==> src/rtl/fp_issue_ctrl.sv <==
// fp_issue_ctrl: issues decoded FP ops to a multicycle FPU, or forwards fmv operands directly,
// then presents a single writeback request; tracks RAW hazards, flush and FPU timeout.
module fp_issue_ctrl (
    input  logic        clk,
    input  logic        rst_n,
    input  logic        dec_valid,
    output logic        dec_ready,
    input  logic        DSrc_D,
    input  logic        RegWriteF_D,
    input  logic        RegWrite_D,
    input  logic [4:0]  funct5_D,
    input  logic [2:0]  rm_D,
    input  logic [4:0]  rs1_D,
    input  logic [4:0]  rs2_D,
    input  logic [4:0]  rd_D,
    input  logic [31:0] srcA_D,
    input  logic [31:0] srcB_D,
    output logic        fpu_start,
    output logic [4:0]  fpu_op,
    output logic [2:0]  fpu_rm,
    output logic [31:0] fpu_a,
    output logic [31:0] fpu_b,
    input  logic        fpu_done,
    input  logic [31:0] fpu_result,
    output logic        wb_valid,
    input  logic        wb_ready,
    output logic [4:0]  wb_rd,
    output logic [31:0] wb_data,
    output logic        wb_to_frf,
    output logic        wb_to_xrf,
    input  logic        flush,
    output logic        fp_busy,
    output logic        raw_hazard,
    output logic        fpu_timeout
);
    typedef enum logic [1:0] {IDLE, ISSUE, WAIT, WB} state_t;

    state_t      state_q;
    logic [4:0]  op_q, rd_q;
    logic [2:0]  rm_q;
    logic [31:0] a_q, b_q, data_q;
    logic        wf_q, wx_q, tmo_q;
    logic [7:0]  cnt_q;
    logic        is_fmv;

    assign is_fmv      = (op_q == 5'b11100) || (op_q == 5'b11110);
    assign fp_busy     = state_q != IDLE;
    assign raw_hazard  = fp_busy && wf_q && dec_valid && DSrc_D && (rs1_D == rd_q || rs2_D == rd_q);
    assign dec_ready   = (state_q == IDLE) && !raw_hazard;
    // flush in ISSUE must also squash the start pulse, so it stays combinational
    assign fpu_start   = (state_q == ISSUE) && !is_fmv && !flush;
    assign fpu_op      = op_q;
    assign fpu_rm      = rm_q;
    assign fpu_a       = a_q;
    assign fpu_b       = b_q;
    assign wb_valid    = state_q == WB;
    assign wb_rd       = rd_q;
    assign wb_data     = data_q;
    assign wb_to_frf   = wf_q;
    assign wb_to_xrf   = wx_q;
    assign fpu_timeout = tmo_q;

    always_ff @(posedge clk or negedge rst_n) begin
        if (!rst_n) begin
            state_q <= IDLE;
            op_q    <= '0;
            rd_q    <= '0;
            rm_q    <= '0;
            a_q     <= '0;
            b_q     <= '0;
            data_q  <= '0;
            wf_q    <= 1'b0;
            wx_q    <= 1'b0;
            tmo_q   <= 1'b0;
            cnt_q   <= '0;
        end else begin
            case (state_q)
                IDLE: if (dec_valid && DSrc_D && dec_ready) begin
                    op_q    <= funct5_D;
                    rm_q    <= rm_D;
                    rd_q    <= rd_D;
                    a_q     <= srcA_D;
                    b_q     <= srcB_D;
                    wf_q    <= RegWriteF_D;
                    wx_q    <= RegWrite_D;
                    state_q <= ISSUE;
                end
                ISSUE: begin
                    cnt_q   <= '0;
                    state_q <= flush ? IDLE : is_fmv ? WB : WAIT;
                    if (!flush && is_fmv) data_q <= a_q;
                end
                WAIT: begin
                    cnt_q <= cnt_q + 8'd1;
                    if (flush) state_q <= IDLE;
                    else if (fpu_done) begin
                        data_q  <= fpu_result;
                        state_q <= WB;
                    end else if (cnt_q == 8'd254) begin
                        // 255th WAIT cycle without a result: give up, no writeback
                        tmo_q   <= 1'b1;
                        state_q <= IDLE;
                    end
                end
                WB: if (wb_ready) state_q <= IDLE;
                default: state_q <= IDLE;
            endcase
        end
    end
endmodule

==> config.mk <==
export PLATFORM = sky130hd
export DESIGN_NAME = fp_issue_ctrl
export DESIGN_NICKNAME = d
export VERILOG_FILES = /design/src/rtl/fp_issue_ctrl.sv
export SDC_FILE = /design/constraint.sdc
export NUM_CORES = 1
export LEC_CHECK = 0
export CAP_MARGIN = 20
export CORE_MARGIN = 5
export CORE_UTILIZATION = 42
export DETAILED_ROUTE_END_ITERATION = 7
export PLACE_DENSITY_LB_ADDON = 0.3
export SETUP_SLACK_MARGIN = 0.15
export SLEW_MARGIN = 20
export SYNTH_ARGS = -nofsm -noshare
export SYNTH_HDL_FRONTEND = slang
export SYNTH_SLANG_ARGS = --single-unit
==> constraint.sdc <==
create_clock -name clk -period 2.3 [get_ports clk]
set_input_delay 0.345 -clock clk [delete_from_list [all_inputs] [get_ports clk]]
set_output_delay 0.345 -clock clk [all_outputs]
set_load 0.01 [all_outputs]
==> impl_metrics.toml, run 1 <==
[critical_path]
cp_max_fo = 3
crit_type = "reg2out"
max_stage_delay_ns = 0.41
critPathSlowestCell = "dfrtp_1"
arrival_ns = 1.86
cp_data_required_time_ns = 1.96
setup.worst_path.start_class = "register"
crit_path_cell_trace = "xor2_1 -> nor3_1 -> nand3_1 -> a2111oi_4 -> buf_2"
path_delay_family = "flip-flops"
critical_path_buf_inv_count = 1
worst_setup_path_end_kind = "output port"

[worst_hold_path]
worstHoldPathType = "in2async"

[clock_network]
clkSinkCount = 122
cts_root_buffer = "clkbuf_16"
clockBufferDepth = 2
insertion_delay_ns = 0.41
tritoncts = "built"
clk_pin_slew_ns = 0.05
numCtsBuffers = 17
cts_max_level = 4

[synthesis]
synth_fp_nets = 534
ys_ff_latch = 122
syn_avg_cell_area_um2 = 13.3
synth.yosys.seq_area_share = 0.574
synth_cells = 400
netlist_area_mm2 = 0.00532
ys_warn_count = 0
synth_compound_area_frac = 0.0729
synth_top_family_by_area = "multiplexers"
synthSimpleGateAreaFrac = 0.0581
ys_types = 30
synth_xor_area_frac = 0.0181
muxShareOfSynthArea = 0.235
synth_fa_ha_area_frac = 0.0141

[finish]
drive_gt1_frac = 0.239
final_area_mm2 = 0.00865
fin_nets = 794
regArea_mm2 = 0.00305
area_growth_pct = 62.5
nFillCells = 955
stdcell_count = 845
multi_input_area_mm2 = 0.00217
antenna_cells = 0

[die]
io_pins = 245
fp.coreArea_mm2 = 0.0125
start_util = 0.425
row_count = 41
die_area_mm2 = 0.0150
die_h_um = 123
die_w_um = 123

[timing]
rsz0062_at_grt = "true"
worst_pin_slew_ns = 0.519
fmax_ghz = 0.453
finClkSkew_ns = 0.00522
hold_viol = 0
final.min_clock_period_ns = 2.21
slew_headroom = 0.654
setup_ws_ns = 0.0945
maxSlewViolCount = 0
setup_viol = 0
period_share = 0.959

[detailed_routing]
ant_nets = 0
drc = 0
drt_first_iter_violations = 114
post_drt_wl_per_cell_um = 17.6
wl_mm = 14.8
via_count = 4102
drt_first_pass_iters = 5
viasPerCell = 4.85

[placement]
hpwlAfterDp_mm = 11.1
place_congestion = 0.836
place_area_mm2 = 0.00801
numPortBuffers = 244
dp_slack_ns = -0.305
dp_cells = 808

[global_route]
track_usage = 0.203
gr-total-overflow = 0
antenna_found_initial = 0
grt_max_degree = 65
grt_pass1_vias = 4634
grt_pass1_wl_mm = 23.4

[pwr]
power.density_mw_per_mm2 = 1380
vdd_drop_max_mv = 0.770
p_leak_nw = 3.50
power_mw = 12.0

[flow_run]
max_cap_violations = 0

[outcome]
status = "finished clean"
## final cells by class
cell class	instances	area share
clock inverters	8	0.0107
flip-flops and latches	122	0.353
repair buffers	261	0.302
clock buffers	24	0.0557
inverters	7	0.00304
multi-input cells	251	0.251
well taps	172	0.0249
## routing by layer
layer,vias to the layer above,wire [um],global-route usage,part of all wire
met1,2001,5350,0.208,0.36
met2,158,7860,0.365,0.53
met3,16,1420,0.0935,0.096
met4,0,207,0.0700,0.014
met5,-,0,0,0
li1,1927,-,-,-
## kinds of logic (layout without fill, tap and decap cells)
group	count (synthesis)	after routing
xor gates and xnor gates	11	11
buffers and inverters	27	300
and+or+nand+nor	71	71
adders and majority gates	6	6
muxes	115	115
DFF	122	122
AOI/OAI and AO/OA	48	48
## power by group
part           switching, mW  leakage, nW  internal, mW
clock network          0.890        0.284          1.67
logic                   2.36         1.78          3.23
registers              0.646         1.44          3.18
total                   3.90         3.50          8.08
## sequential cells by signal (all words and copies together), names as in the netlist
name,count
wb_rd,5
fpu_op,5
fpu_rm,3
fpu_timeout,1
fpu_b,32
cnt_q,8
wb_to_xrf,1
wb_data,32
state_q,2
fpu_a,32
wb_to_frf,1
## synthesized netlist by cell type
library cell / n / share of area
nor3_1: 5 / 0.0047
nand4_1: 2 / 0.0024
a32oi_1: 1 / 0.0016
nand3_1: 9 / 0.0085
a21oi_2: 28 / 0.046
clkbuf_1: 8 / 0.0056
inv_1: 7 / 0.0049
o21ai_0: 5 / 0.0047
nand4b_1: 1 / 0.0016
a21oi_1: 6 / 0.0056
or3_1: 1 / 0.0012
buf_6: 5 / 0.011
a211oi_4: 1 / 0.0038
nand2_1: 10 / 0.0071
nand2b_1: 2 / 0.0024
ha_1: 6 / 0.014
a2111oi_0: 1 / 0.0016
buf_2: 6 / 0.0056
buf_4: 1 / 0.0014
o2bb2ai_1: 1 / 0.0016
o31ai_1: 1 / 0.0014
nor3b_1: 2 / 0.0028
dfrtp_1: 122 / 0.57
xnor2_1: 5 / 0.0082
nor2_1: 39 / 0.028
a22o_1: 3 / 0.0049
mux2i_1: 35 / 0.066
xor2_1: 6 / 0.0099
a21o_1: 1 / 0.0014
mux2_2: 80 / 0.17
## metrics by stage
| stage | hold WS [ns] | TNS [ns] | util |
|---|---|---|---|
| after floorplan | 0.0494 | 0 | - |
| after global placement | 0.354 | -0.234 | 0.640 |
| after detailed placement | 0.358 | -0.305 | 0.640 |
| after CTS | 0.458 | 0 | 0.688 |
| after global routing | 0.495 | -0.00237 | 0.691 |
| final | 0.458 | 0 | 0.691 |
## layout by cell type (no fill, tap or decap), drive strengths merged, types with 2 or more instances in the layout
cell type / n
clkdlybuf4s50: 241
xnor2: 5
mux2: 80
ha: 6
mux2i: 35
nand2b: 2
nor2: 39
nor3: 5
xor2: 6
bufinv: 2
buf: 18
nand2: 10
inv: 7
dfrtp: 122
clkbuf: 24
nand4: 2
a21oi: 34
nand3: 9
nor3b: 2
a22o: 3
clkinv: 5
o21ai: 5
## worst paths after layout
path	cells past startpoint	slack, ns	from	end
worst max-delay path	5	0.09	wb_rd[1]$_DFFE_PN0P_	raw_hazard
worst min-delay path	2	0.46	rst_n	wb_to_frf$_DFFE_PN0P_
worst max register to register	7	0.53	state_q[1]$_DFFE_PN0P_	wb_data[19]$_DFFE_PN0P_
worst min register to register	1	0.46	fpu_timeout$_DFFE_PN0P_	fpu_timeout$_DFFE_PN0P_
max in group asynchronous	3	1.11	rst_n	fpu_b[10]$_DFFE_PN0P_
min in group clk	1	0.46	fpu_timeout$_DFFE_PN0P_	fpu_timeout$_DFFE_PN0P_
## what timing repair did
item,in CTS,in global routing
pin swaps,0,2
buffers inserted,0,4
resized for setup,11,2
hold buffers,1,0
endpoints found under the setup margin,4,3
hold endpoints to repair,37,0
No activity file was read; power rests on OpenSTA's default activity.
==> inputs of run 2 (changes only) <==
--- a/config.mk
+++ b/config.mk
@@ -7,7 +7,8 @@
 export LEC_CHECK = 0
 export CAP_MARGIN = 20
 export CORE_MARGIN = 5
-export CORE_UTILIZATION = 42
+export CORE_UTILIZATION = 43
+export CTS_BUF_LIST = sky130_fd_sc_hd__clkbuf_8
 export DETAILED_ROUTE_END_ITERATION = 7
 export PLACE_DENSITY_LB_ADDON = 0.3
 export SETUP_SLACK_MARGIN = 0.15
==> run 2 against run 1 <==
Worst setup slack better by 0.011 ns; design area is 2.5% lower; count of clock-buffer cells in the layout is 2 lower; clock power down 26%; first-iteration DRC count is 30% higher; via count down 1.6%; combinational power shrank 1%; sequential power about the same; highest routed layer unchanged; clock skew increased by 0.0024 ns; utilization grew 0.83 points; final cell count decreased by 0.83%.
==> impl_metrics.toml, run 2 (synthesis gave the netlist of run 1 again) <==
[finish]
regArea_mm2 = 0.00305
antenna_cells = 0
area_growth_pct = 58.5
final_cell_mix = "clkdlybuf4s50_1, dfrtp_1, mux2_2, nor2_1, mux2i_1"
final_area_mm2 = 0.00844
drive_gt1_frac = 0.234
multi_input_area_mm2 = 0.00214
nFillCells = 881
fin_nets = 791
final_common_cell = "clkdlybuf4s50_1"

[critical_path]
critical_path_buf_inv_count = 1
crit_path_cell_trace = "xor2_1 -> nor3_1 -> nand3_1 -> a2111oi_2 -> buf_2"
crit_type = "reg2out"
worst_setup_path_end_kind = "output port"
cp_max_fo = 4
path_delay_family = "flip-flops"
critPathSlowestCell = "dfrtp_1"
max_stage_delay_ns = 0.42
setup.worst_path.start_class = "register"
cp_data_required_time_ns = 1.96
arrival_ns = 1.85

[timing]
fmax_ghz = 0.456
worst_pin_slew_ns = 0.578
setup_ws_ns = 0.105
period_share = 0.954
hold_viol = 0
tns_ns = 0
finClkSkew_ns = 0.00767
slew_headroom = 0.615
rsz0062_at_grt = "true"
holdWs_ns = 0.447
final.min_clock_period_ns = 2.19
setup_viol = 0
maxSlewViolCount = 0

[placement]
place_congestion = 0.836
numPortBuffers = 244
place_area_mm2 = 0.00802
hpwlAfterDp_mm = 11.2
dp_slack_ns = -0.274

[flow_run]
max_cap_violations = 0

[pwr]
power.density_mw_per_mm2 = 1330
vdd_drop_max_mv = 0.803
power_mw = 11.2
p_leak_nw = 3.42

[detailed_routing]
drc = 0
ant_nets = 0
drt_first_pass_iters = 4
post_drt_wl_per_cell_um = 17.5
viasPerCell = 4.82
wl_mm = 14.7
via_count = 4038
drt_first_iter_violations = 148

[outcome]
status = "finished clean"

[clock_network]
numCtsBuffers = 17
clockBufferDepth = 2
clk_pin_slew_ns = 0.06
cts_root_buffer = "clkbuf_8"
cts_max_level = 4
tritoncts = "built"
clkSinkCount = 122
insertion_delay_ns = 0.44

[die]
die_area_mm2 = 0.0147
die_h_um = 121
fp.coreArea_mm2 = 0.0121
io_pins = 245
die_w_um = 121
start_util = 0.441
row_count = 40

[global_route]
antenna_found_initial = 0
gr-total-overflow = 0
use_met3 = 0.107
track_usage = 0.209
met2_usage = 0.354
top_usage_layer = "met2"
grt_pass1_vias = 4601
grt_max_degree = 53
grt_pass1_wl_mm = 23.6
use_met1 = 0.217

[worst_hold_path]
worstHoldPathType = "in2async"
==> run 2: final cells by class <==
cell class	count	area share
timing repair buffer	258	0.308
inverter	7	0.00311
multi-input combinational	251	0.254
clock inverter	10	0.0117
sequential	122	0.362
clock buffer	22	0.0359
tap	168	0.0249
==> run 2: layer usage <==
| metal | vias to the layer above | part of all wire |
|---|---|---|
| li1 | 1916 | - |
| met1 | 1921 | 0.36 |
| met2 | 173 | 0.50 |
| met3 | 28 | 0.12 |
| met4 | 0 | 0.024 |
| met5 | - | 0 |
==> run 2: worst paths after layout <==
| check | depth (start not counted) | slack [ns] | to | from |
|---|---|---|---|---|
| max reg2reg | 6 | 0.44 | fpu_b[12]$_DFFE_PN0P_ | state_q[0]$_DFFE_PN0P_ |
| max | 5 | 0.11 | raw_hazard | wb_rd[1]$_DFFE_PN0P_ |
| min reg2reg | 1 | 0.46 | fpu_timeout$_DFFE_PN0P_ | fpu_timeout$_DFFE_PN0P_ |
| max in group asynchronous | 3 | 1.17 | cnt_q[0]$_DFFE_PN0P_ | rst_n |
| min in group clk | 1 | 0.46 | fpu_timeout$_DFFE_PN0P_ | fpu_timeout$_DFFE_PN0P_ |
| min | 2 | 0.45 | state_q[0]$_DFFE_PN0P_ | rst_n |
==> run 2: metrics by stage <==
stage	instances	util
final	838	0.699
after global routing	838	0.699
after CTS	838	0.699
after detailed placement	805	0.665
after global placement	805	0.665
after floorplan	400	-
==> run 2: repair_timing <==
action,CTS,global route
pin swaps,1,0
hold buffers,1,0
setup buffers,0,0
resized for setup,11,0
hold endpoints to repair,40,0
endpoints found under the setup margin,4,1
==> run 2: worst reg2reg max path, stage by stage (launching register included) <==
cell and delay, ns:
dfrtp_1 0.40, inv_1 0.11, ha_1 0.25, buf_4 0.18, nand3_4 0.15, buf_12 0.28, mux2_2 0.39
==> run 2: power by group <==
part	switching, mW	internal [mW]	leakage, nW	total (mW)
logic	2.36	3.17	1.77	5.53
clock network	0.803	1.09	0.218	1.89
registers	0.651	3.18	1.44	3.83
